**src/rtl/tx_sched_pkg.sv**
```systemverilog
// tx_sched_pkg: shared state encoding, Gray symbol codes and 4-ASK level helper
package tx_sched_pkg;
    typedef enum logic [1:0] {IDLE, PRE, DATA, FLUSH} state_e;
    localparam logic [1:0] SYM_N3 = 2'b00;
    localparam logic [1:0] SYM_N1 = 2'b01;
    localparam logic [1:0] SYM_P1 = 2'b11;
    localparam logic [1:0] SYM_P3 = 2'b10;
    localparam logic [1:0] PRE_EVEN = SYM_P3;
    localparam logic [1:0] PRE_ODD = SYM_N3;
    localparam int OUTER_MULT = 3;
    function automatic int sym_level(input logic [1:0] s, input int a);
        return s == SYM_N3 ? -OUTER_MULT * a :
               s == SYM_N1 ? -a :
               s == SYM_P1 ? a : OUTER_MULT * a;
    endfunction
endpackage

```
**src/rtl/tx_sym_mapper.sv**
```systemverilog
// tx_sym_mapper: 2-bit Gray symbol to signed 4-ASK level
module tx_sym_mapper
    import tx_sched_pkg::*;
#(
    parameter int SAMP_W  = 18,
    parameter int LEVEL_A = 32768
) (
    input  logic [1:0]               sym_i,
    output logic signed [SAMP_W-1:0] lvl_o
);
    assign lvl_o = SAMP_W'(sym_level(sym_i, LEVEL_A));
endmodule

```
**src/rtl/tx_symbol_scheduler.sv**
```systemverilog
// tx_symbol_scheduler: preamble/payload/flush burst sequencer with 4-ASK mapping
// and x4 zero-stuffed sample output.
module tx_symbol_scheduler
    import tx_sched_pkg::*;
#(
    parameter int SAMP_W    = 18,
    parameter int LEVEL_A   = 32768,
    parameter int PRE_LEN   = 8,
    parameter int FLUSH_LEN = 16,
    parameter int LEN_W     = 16
) (
    input  logic                     sys_clk,
    input  logic                     reset,
    input  logic                     sam_clk_ena,
    input  logic                     sym_clk_ena,
    input  logic                     start,
    input  logic [LEN_W-1:0]         burst_len,
    input  logic                     sym_valid,
    input  logic [1:0]               sym_i,
    input  logic [1:0]               sym_q,
    output logic                     sym_ready,
    output logic signed [SAMP_W-1:0] samp_i,
    output logic signed [SAMP_W-1:0] samp_q,
    output logic                     samp_valid,
    output logic                     busy,
    output logic                     done,
    output logic [7:0]               underflow_cnt
);
    localparam int PRE_W = $clog2(PRE_LEN) > 1 ? $clog2(PRE_LEN) : 1;
    localparam int FL_W = $clog2(FLUSH_LEN) > 1 ? $clog2(FLUSH_LEN) : 1;
    localparam int AUX_W = PRE_W > FL_W ? PRE_W : FL_W;
    localparam int CNT_W = LEN_W > AUX_W ? LEN_W : AUX_W;

    state_e                     state_q, state_d;
    logic [CNT_W-1:0]           cnt_q, cnt_d;
    logic [LEN_W-1:0]           len_q, len_d;
    logic [7:0]                 und_q, und_d;
    logic                       pend_q, pend_d;
    logic                       done_q, done_d;
    logic                       sv_q;
    logic signed [SAMP_W-1:0]   si_q, si_d, sq_q, sq_d, map_i, map_q;
    logic [1:0]                 code_i, code_q;
    logic                       accept, zero_sym;

    assign accept = start & (state_q == IDLE) & ~pend_q;
    assign zero_sym = ~((state_q == PRE) | ((state_q == DATA) & sym_valid));
    assign code_i = state_q == PRE ? (cnt_q[0] ? PRE_ODD : PRE_EVEN) : sym_i;
    assign code_q = state_q == PRE ? (cnt_q[0] ? PRE_ODD : PRE_EVEN) : sym_q;

    tx_sym_mapper #(.SAMP_W(SAMP_W), .LEVEL_A(LEVEL_A)) u_map_i (.sym_i(code_i), .lvl_o(map_i));
    tx_sym_mapper #(.SAMP_W(SAMP_W), .LEVEL_A(LEVEL_A)) u_map_q (.sym_i(code_q), .lvl_o(map_q));

    always_comb begin
        state_d = state_q;
        cnt_d = cnt_q;
        pend_d = pend_q | accept;
        len_d = accept ? burst_len : len_q;
        und_d = accept ? 8'd0 : und_q;
        done_d = 1'b0;
        if (sym_clk_ena) begin
            cnt_d = cnt_q + CNT_W'(1);
            unique case (state_q)
                IDLE: begin
                    cnt_d = '0;
                    if (pend_q) begin
                        pend_d = 1'b0;
                        state_d = PRE;
                    end
                end
                PRE: if (cnt_q == CNT_W'(PRE_LEN - 1)) begin
                    state_d = len_q == '0 ? FLUSH : DATA;
                    cnt_d = '0;
                end
                DATA: begin
                    // an empty slot is still a payload slot, so it counts toward the length
                    if (!sym_valid && und_q != 8'hff) und_d = und_q + 8'd1;
                    if (cnt_q == CNT_W'(len_q) - CNT_W'(1)) begin
                        state_d = FLUSH;
                        cnt_d = '0;
                    end
                end
                FLUSH: if (cnt_q == CNT_W'(FLUSH_LEN - 1)) begin
                    state_d = IDLE;
                    cnt_d = '0;
                    done_d = 1'b1;
                end
            endcase
        end
        si_d = sym_clk_ena ? (zero_sym ? '0 : map_i) : sam_clk_ena ? '0 : si_q;
        sq_d = sym_clk_ena ? (zero_sym ? '0 : map_q) : sam_clk_ena ? '0 : sq_q;
    end

    always_ff @(posedge sys_clk or posedge reset) begin
        if (reset) begin
            state_q <= IDLE;
            cnt_q <= '0;
            len_q <= '0;
            und_q <= '0;
            pend_q <= 1'b0;
            done_q <= 1'b0;
            sv_q <= 1'b0;
            si_q <= '0;
            sq_q <= '0;
        end else begin
            state_q <= state_d;
            cnt_q <= cnt_d;
            len_q <= len_d;
            und_q <= und_d;
            pend_q <= pend_d;
            done_q <= done_d;
            sv_q <= sam_clk_ena;
            si_q <= si_d;
            sq_q <= sq_d;
        end
    end

    assign sym_ready = (state_q == DATA) & sym_clk_ena;
    assign samp_i = si_q;
    assign samp_q = sq_q;
    assign samp_valid = sv_q;
    assign busy = (state_q != IDLE) | pend_q;
    assign done = done_q;
    assign underflow_cnt = und_q;
endmodule

```
**config.mk**
```make
export PLATFORM = sky130hd
export DESIGN_NAME = tx_symbol_scheduler
export DESIGN_NICKNAME = d
export VERILOG_FILES = /design/src/rtl/tx_sched_pkg.sv /design/src/rtl/tx_sym_mapper.sv /design/src/rtl/tx_symbol_scheduler.sv
export SDC_FILE = /design/constraint.sdc
export NUM_CORES = 1
export LEC_CHECK = 0
export CAP_MARGIN = 20
export CORE_MARGIN = 2
export CORE_UTILIZATION = 45
export CTS_BUF_LIST = sky130_fd_sc_hd__clkbuf_8
export DETAILED_ROUTE_END_ITERATION = 8
export MAX_ROUTING_LAYER = met4
export PLACE_DENSITY = 0.8
export SLEW_MARGIN = 20
export SYNTH_ARGS = -nofsm -noshare
export SYNTH_HDL_FRONTEND = slang
export SYNTH_SLANG_ARGS = --single-unit
```
**constraint.sdc**
```tcl
create_clock -name sys_clk -period 3.9 [get_ports sys_clk]
set_input_delay 0.78 -clock sys_clk [delete_from_list [all_inputs] [get_ports sys_clk]]
set_output_delay 0.78 -clock sys_clk [all_outputs]
set_load 0.02 [all_outputs]
```
# --- Yosys cells after proc, flatten, opt, wreduce, memory -nomap -nowiden ---
# Index checks and enable logic that the tools add are counted.
word_totals:
  register_bits: 81
  out_inout_bits: 48
  word_cells: 78
  in_bits: 26
op_classes:
  n_eq_ne: 15
  mux: 34
  add_sub_neg: 3
  reduce_logical: 9
  n_bitwise: 8
ops:
  columns: ["op", "count"]
  rows:
  - ["18-bit 2-to-1 mux", 9]
  - ["16-bit case mux with 4 select lines", 1]
  - ["16-bit 2-to-1 mux", 3]
  - ["17-bit 2-to-1 mux", 2]
  - ["8-bit 2-to-1 mux", 4]
  - ["16-bit by 1-bit adder with 16-bit output, second input constant", 1]
  - ["16-bit == test", 1]
  - ["16-bit by 3-bit == test with 1-bit output, second input constant", 1]
  - ["16-bit by 4-bit == test with 1-bit output, second input constant", 1]
  - ["16-bit logical NOT", 1]
  - ["16-bit by 1-bit subtractor with 16-bit output, second input constant", 1]
  - ["2-bit 2-to-1 mux", 7]
  - ["8-bit by 1-bit adder with 8-bit output, second input constant", 1]
  - ["2-bit == test, second input constant", 4]
  - ["8-bit inequality test, second input constant", 1]
  - ["2-bit case mux with 4 select lines", 1]
  - ["1-bit 2-to-1 mux", 7]
  - ["2-bit by 1-bit == test with 1-bit output, second input constant", 3]
  - ["2-bit logical NOT", 3]
  - ["2-bit inequality test, second input constant", 3]
  - ["5-bit AND reduction", 1]
  - ["1-bit AND", 4]
  - ["2-bit nonzero test", 2]
  - ["1-bit bitwise OR", 3]
  - ["other kinds (4)", 4]

# --- Longest topological paths before layout ---
depth:
  ltp_word: 8
  mapped_depth: 11
  depth_no_buf: 9

# --- By module ---
# A second synthesis with hierarchy kept.
hier_totals:
  cells_unflattened: 415
  area_unflattened_um2: 4446.8
modules_own_cells:
  columns: ["mod", "n_inst", "cells_per_inst", "seq_area_each_um2", "area_per_inst_um2"]
  rows:
  - ["tx_symbol_scheduler", 1, 369, 2026.9, 4113.9]
  - ["tx_sym_mapper", 2, 23, 0.0, 166.4]

# --- Worst setup path after synthesis ---
# No wires, ideal clock.
synth_path:
  path_kind: "flip-flop to flip-flop"
  start: "register len_q[0]"
  end: "register state_q[0]"
  period_less_slack_ns: 2.766
  stages_incl_launch_ff: 10
  slack_ns: 1.134
  arrival_time_ns: 2.638
  required_time_ns: 3.772
  setup_ns: 0.128
  n_path_buf: 0
  cell_sequence: "dfrtp_1 inv_1 ha_1 nor3b_1 a21oi_1 or4_1 a2111oi_4 o2111ai_2 a211oi_2 mux2_1"
synth_via:
  elab_chain_cells: 4
  elab_cells_between_ends: 8
  classes_between: "1 x add/sub; 2 x eq/ne; 3 x mux; 2 x reduce/logical"
synth_rtl:
  columns: ["element", "line", "text"]
  rows:
  - ["from (decl)", "tx_symbol_scheduler.sv:36", "logic [LEN_W-1:0] len_q, len_d;"]
  - ["from (signal assigned)", "tx_symbol_scheduler.sv:107", "len_q <= len_d;"]
  - ["16-bit by 1-bit subtractor with 16-bit output or 16-bit logical NOT (tied branches)", "tx_symbol_scheduler.sv:77, tx_symbol_scheduler.sv:71", null]
  - ["16-bit == test or 1-bit 2-to-1 mux (tied branches)", "tx_symbol_scheduler.sv:77, tx_symbol_scheduler.sv:71", null]
  - ["2-bit inequality test (no source line) or 2-bit 2-to-1 mux (tied branches)", null, null]
  - ["5-bit AND reduction (no source line) or 2-bit case mux with 4 select lines (tied branches)", null, null]
  - ["to (signal assigned)", "tx_symbol_scheduler.sv:105", "state_q <= state_d;"]
  - ["to (decl)", "tx_symbol_scheduler.sv:34", "state_e state_q, state_d;"]
# Parallel ways exist; a longest one is shown, timed or not. The select of a mux whose other input is x is not followed.
# A chain may end at the register's enable or synchronous reset.

# --- Worst setup path in the final report ---
layout_path:
  start: "register len_q[0]"
  end: "register cnt_q[3]"
layout_via:
  elab_chain_cells: 4
layout_rtl:
  columns: ["element", "line", "text"]
  rows:
  - ["16-bit by 1-bit subtractor with 16-bit output", "tx_symbol_scheduler.sv:77", "if (cnt_q == CNT_W'(len_q) - CNT_W'(1)) begin"]
  - ["16-bit == test", "tx_symbol_scheduler.sv:77", null]
  - ["16-bit 2-to-1 mux", "tx_symbol_scheduler.sv:77", null]
  - ["16-bit case mux with 4 select lines", "tx_symbol_scheduler.sv:62", "unique case (state_q)"]
  - ["to (signal assigned)", "tx_symbol_scheduler.sv:106", "cnt_q <= cnt_d;"]
  - ["to (decl)", "tx_symbol_scheduler.sv:35", "logic [CNT_W-1:0] cnt_q, cnt_d;"]
# No other way between the ends.

==> impl_results.html <==
<table>
<tr><th>Metric</th><th>Value</th></tr>
<tr><th colspan="2">Place</th></tr>
<tr><td>Quantity of I/O buffers inserted on ports</td><td>43</td></tr>
<tr><td>Placed insts</td><td>509</td></tr>
<tr><td>DPL Wire Length</td><td>5440 um</td></tr>
<tr><td>RePlAce Congestion</td><td>0.873</td></tr>
<tr><th colspan="2">CTS</th></tr>
<tr><td>Total clock buffers created by CTS</td><td>5</td></tr>
<tr><td>Post-CTS setup buffer count</td><td>0</td></tr>
<tr><td>CTS tree</td><td>yes</td></tr>
<tr><td>Max H-tree Level</td><td>2</td></tr>
<tr><td>Clock latency on the worst-skew pair</td><td>300 ps</td></tr>
<tr><td>Resize count post-CTS</td><td>0</td></tr>
<tr><td>Clock Root Buffer</td><td>clkbuf_8</td></tr>
<tr><td># hold bufs at CTS</td><td>0</td></tr>
<tr><td>Number of clock sinks</td><td>50</td></tr>
<tr><td>Clock slew seen by the registers of the worst setup and hold paths</td><td>90 ps</td></tr>
<tr><td>Clock tree buffer depth</td><td>2</td></tr>
<tr><th colspan="2">Route</th></tr>
<tr><td>Number of antenna-violating nets in the routed design</td><td>0</td></tr>
<tr><td>DRC violation total after the first TritonRoute iteration</td><td>243</td></tr>
<tr><td>Total Routed Length</td><td>7580 um</td></tr>
<tr><td>Average via count per standard cell</td><td>5.55</td></tr>
<tr><td>DRC</td><td>0</td></tr>
<tr><td>Via count</td><td>2860</td></tr>
<tr><td>Detail-routed net length per standard cell</td><td>14.7 um</td></tr>
<tr><td>Drt pass-1 iters</td><td>5</td></tr>
<tr><th colspan="2">Yosys</th></tr>
<tr><td>Yosys warning total</td><td>0</td></tr>
<tr><td>Most instantiated library cell after synthesis</td><td>dfrtp_1</td></tr>
<tr><td>Area share of the largest cell type after synthesis</td><td>35.9%</td></tr>
<tr><td>Most numerous cell types in the synthesized netlist</td><td>dfrtp_1, buf_4, nand2_1</td></tr>
<tr><td>Cell types with the largest area share after synthesis</td><td>dfrtp_1, buf_4, mux2_2</td></tr>
<tr><td>Primary flip-flop cell chosen by synthesis mapping</td><td>dfrtp_1</td></tr>
<tr><td>Number of synthesized flops with an enable pin</td><td>0</td></tr>
<tr><td>Post-Syn Area</td><td>0.00348 sq mm</td></tr>
<tr><td>FF+latch count, synth</td><td>50</td></tr>
<tr><td>Most area-hungry cell type in the Yosys netlist</td><td>dfrtp_1</td></tr>
<tr><td>Synthesized area divided by synthesized cell count</td><td>9.11 sq um</td></tr>
<tr><td>Share of synthesized flip-flops with an asynchronous set or reset</td><td>100%</td></tr>
<tr><td>Register area share after synthesis</td><td>35.9%</td></tr>
<tr><td>Distinct cell type count after synthesis</td><td>57</td></tr>
<tr><td>Synth Instances</td><td>382</td></tr>
<tr><th colspan="2">Global routing</th></tr>
<tr><td>Number of global-route vias before repair</td><td>2681</td></tr>
<tr><td>GRT busiest layer</td><td>met2</td></tr>
<tr><td>Number of antenna violations at the first check in global routing</td><td>0</td></tr>
<tr><td>Routing usage on met2</td><td>29.7%</td></tr>
<tr><td>Combined global-route utilization of all metal layers</td><td>19.1%</td></tr>
<tr><td>Met3 GRT Util</td><td>3.37%</td></tr>
<tr><td>Largest net degree at the start of global routing</td><td>51</td></tr>
<tr><td>Overflow left after global routing</td><td>0</td></tr>
<tr><td>Wire length of the first global-routing pass</td><td>12900 um</td></tr>
<tr><td>Met1 Resource Use GR</td><td>25.3%</td></tr>
<tr><th colspan="2">Critical path</th></tr>
<tr><td>Critical path startpoint category</td><td>flop</td></tr>
<tr><td>Critical path cell sequence</td><td>inv_1 -&gt; ha_1 -&gt; nor3b_1 -&gt; a21oi_1 -&gt; or4_1 -&gt; a2111oi_4 -&gt; o2111ai_2 -&gt; o21ai_2 -&gt; o221ai_1</td></tr>
<tr><td>Worst R2R Start</td><td>len_q[0]</td></tr>
<tr><td>Delay of the slowest critical-path stage</td><td>580 ps</td></tr>
<tr><td>WP data required</td><td>4060 ps</td></tr>
<tr><td>Reg2reg path depth</td><td>9</td></tr>
<tr><td>Minimum setup slack among reg-to-reg paths</td><td>610 ps</td></tr>
<tr><td>Worst Path Max Fanout</td><td>10</td></tr>
<tr><td>Reg-to-reg critical path endpoint</td><td>cnt_q[3]</td></tr>
<tr><td>CP max stage cell</td><td>or4_1</td></tr>
<tr><td>Kind of capture point of the worst setup path</td><td>flop</td></tr>
<tr><td>Category of the most critical setup path</td><td>reg2reg</td></tr>
<tr><td>Data arrival time of the critical path</td><td>3440 ps</td></tr>
<tr><th colspan="2">Power and ir drop</th></tr>
<tr><td>Power density normalized to cell area</td><td>595 mW/mm^2</td></tr>
<tr><td>P_leak</td><td>1.64 nW</td></tr>
<tr><td>Total power of the final layout</td><td>2.35 mW</td></tr>
<tr><td>Worst VDD drop</td><td>0.323 mV</td></tr>
<tr><th colspan="2">Floorplan</th></tr>
<tr><td>Die X-Extent</td><td>92.0 um</td></tr>
<tr><td>Core Footprint</td><td>0.00761 sq mm</td></tr>
<tr><td>Floorplan row count</td><td>32</td></tr>
<tr><td>Starting density of the core</td><td>45.8%</td></tr>
<tr><td>Number of placed I/O pins</td><td>74</td></tr>
<tr><td>Overall die area</td><td>0.00845 sq mm</td></tr>
<tr><td>Die height</td><td>92.0 um</td></tr>
<tr><th colspan="2">Timing</th></tr>
<tr><td>Worst Max-Slew Pin Slew</td><td>875 ps</td></tr>
<tr><td>Final worst path period need</td><td>3290 ps</td></tr>
<tr><td>Number of hold violations in the final report</td><td>0</td></tr>
<tr><td>Unrepaired setup endpoints after global routing</td><td>no</td></tr>
<tr><td>Fmax achieved</td><td>304 MHz</td></tr>
<tr><td>Max-slew violation total from the final report</td><td>0</td></tr>
<tr><td>Relative max-transition margin</td><td>41.6%</td></tr>
<tr><td>Setup TNS after final layout</td><td>0 ps</td></tr>
<tr><td>Fin Clk Skew</td><td>5.20 ps</td></tr>
<tr><td>Total setup violations reported at the end of the flow</td><td>0</td></tr>
<tr><td>Final cycle utilization of the critical path</td><td>84.3%</td></tr>
<tr><th colspan="2">Flow run</th></tr>
<tr><td>Max-Cap Viols</td><td>0</td></tr>
<tr><th colspan="2">Cells and area</th></tr>
<tr><td>Inserted Diodes</td><td>0</td></tr>
<tr><td>Nets@finish</td><td>448</td></tr>
<tr><td>Layout cells sized above 1</td><td>8.96%</td></tr>
<tr><td>Non-filler instance count after layout</td><td>515</td></tr>
<tr><td>Synth-to-layout area growth</td><td>13.3%</td></tr>
<tr><th colspan="2">Worst hold path</th></tr>
<tr><td>Hold endpoint</td><td>samp_q[16]</td></tr>
<tr><td>Worst hold path stage count</td><td>2</td></tr>
<tr><td>Classification of the worst-slack hold path</td><td>reg2reg</td></tr>
<tr><td>Hold_sp</td><td>samp_q[16]</td></tr>
<tr><th colspan="2">Run status</th></tr>
<tr><td>Status</td><td>finished, final reports clean</td></tr>
</table>
[worst max path at each step]
| stage | startpoint | to | slack (ps) | depth (start not counted) |
|---|---|---|---|---|
| 3_3_place_gp | len_q[0] | cnt_q[3] | 810 | 9 |
| 3_5_place_dp | len_q[0] | cnt_q[3] | 630 | 9 |
| 5_1_grt | len_q[0] | cnt_q[3] | 410 | 9 |
| 2_1_floorplan | len_q[0] | state_q[0] | 1130 | 9 |
| 6_report | len_q[0] | cnt_q[3] | 610 | 9 |
| 4_1_cts | len_q[0] | cnt_q[3] | 610 | 9 |
[critical path, delay by kind of cell (launching register included)]
family / cells / cell delay, ps
buffers and inverters: 1 / 90
AO/OA/AOI/OAI: 5 / 1290
adder cells (fa/ha/maj): 1 / 170
flip-flops: 1 / 460
AND/OR/NAND/NOR: 2 / 1130
[power by group]
group	switching (mW)	total (mW)	internal [mW]
Combinational	0.615	1.12	0.501
Sequential	0.253	0.920	0.668
Clock	0.174	0.311	0.137
[routing by layer]
metal / vias to the layer above / part of all wire (%)
met4: 0 / 1.6
met5: - / 0
li1: 1376 / -
met3: 12 / 6.5
met1: 1344 / 43
met2: 128 / 49
[cells by family (layout without fill, tap and decap cells)]
family	after synthesis	after routing	share of synthesized area (%)
adders and majority gates	8	8	2.88
muxes	21	21	6.69
buffers and inverters	76	78	11.9
and+or+nand+nor	122	122	19.8
xor gates and xnor gates	23	23	5.79
DFF	50	50	35.9
AOI/OAI and AO/OA	81	81	16.8
other	1	30	0.108
[per-stage QoR]
stage | hold WS [ps] | util [%] | cell area (sq um) | worst slack [ps]
after floorplan | 449 | - | 3590 | 1130
after global placement | 463 | 50.7 | 3860 | 814
after detailed placement | 469 | 50.7 | 3860 | 626
after CTS | 495 | 51.8 | 3940 | 608
after global routing | 514 | 51.8 | 3940 | 411
final | 487 | 51.8 | 3940 | 613
[layout make-up]
type | instances | area, sq um
multi-input cells | 285 | 1920
inverters | 24 | 91.3
fillers | 718 | 3660
clock buffers | 6 | 82.6
flip-flops and latches | 50 | 1250
repair buffers | 48 | 468
well taps | 102 | 128
[sequential cells by signal, summed over array words and instances, names as in the netlist]
| name | flops |
|---|---|
| cnt_q | 16 |
| len_q | 16 |
| underflow_cnt | 8 |
| samp_i | 3 |
| samp_q | 2 |
| state_q | 2 |
| done | 1 |
| pend_q | 1 |
| samp_valid | 1 |
[layout by cell type, fill, tap and decap left out, drive strengths merged, types with 13 or more instances in the layout]
cell type,netlist,layout
o21ai,21,21
inv,24,23
nor2,14,14
mux2,18,18
xor2,13,13
clkdlybuf4s50,0,43
conb,1,30
nand3,13,13
nand2,27,27
dfrtp,50,50
nor4,13,13
Power figures use the tool's default switching activity.
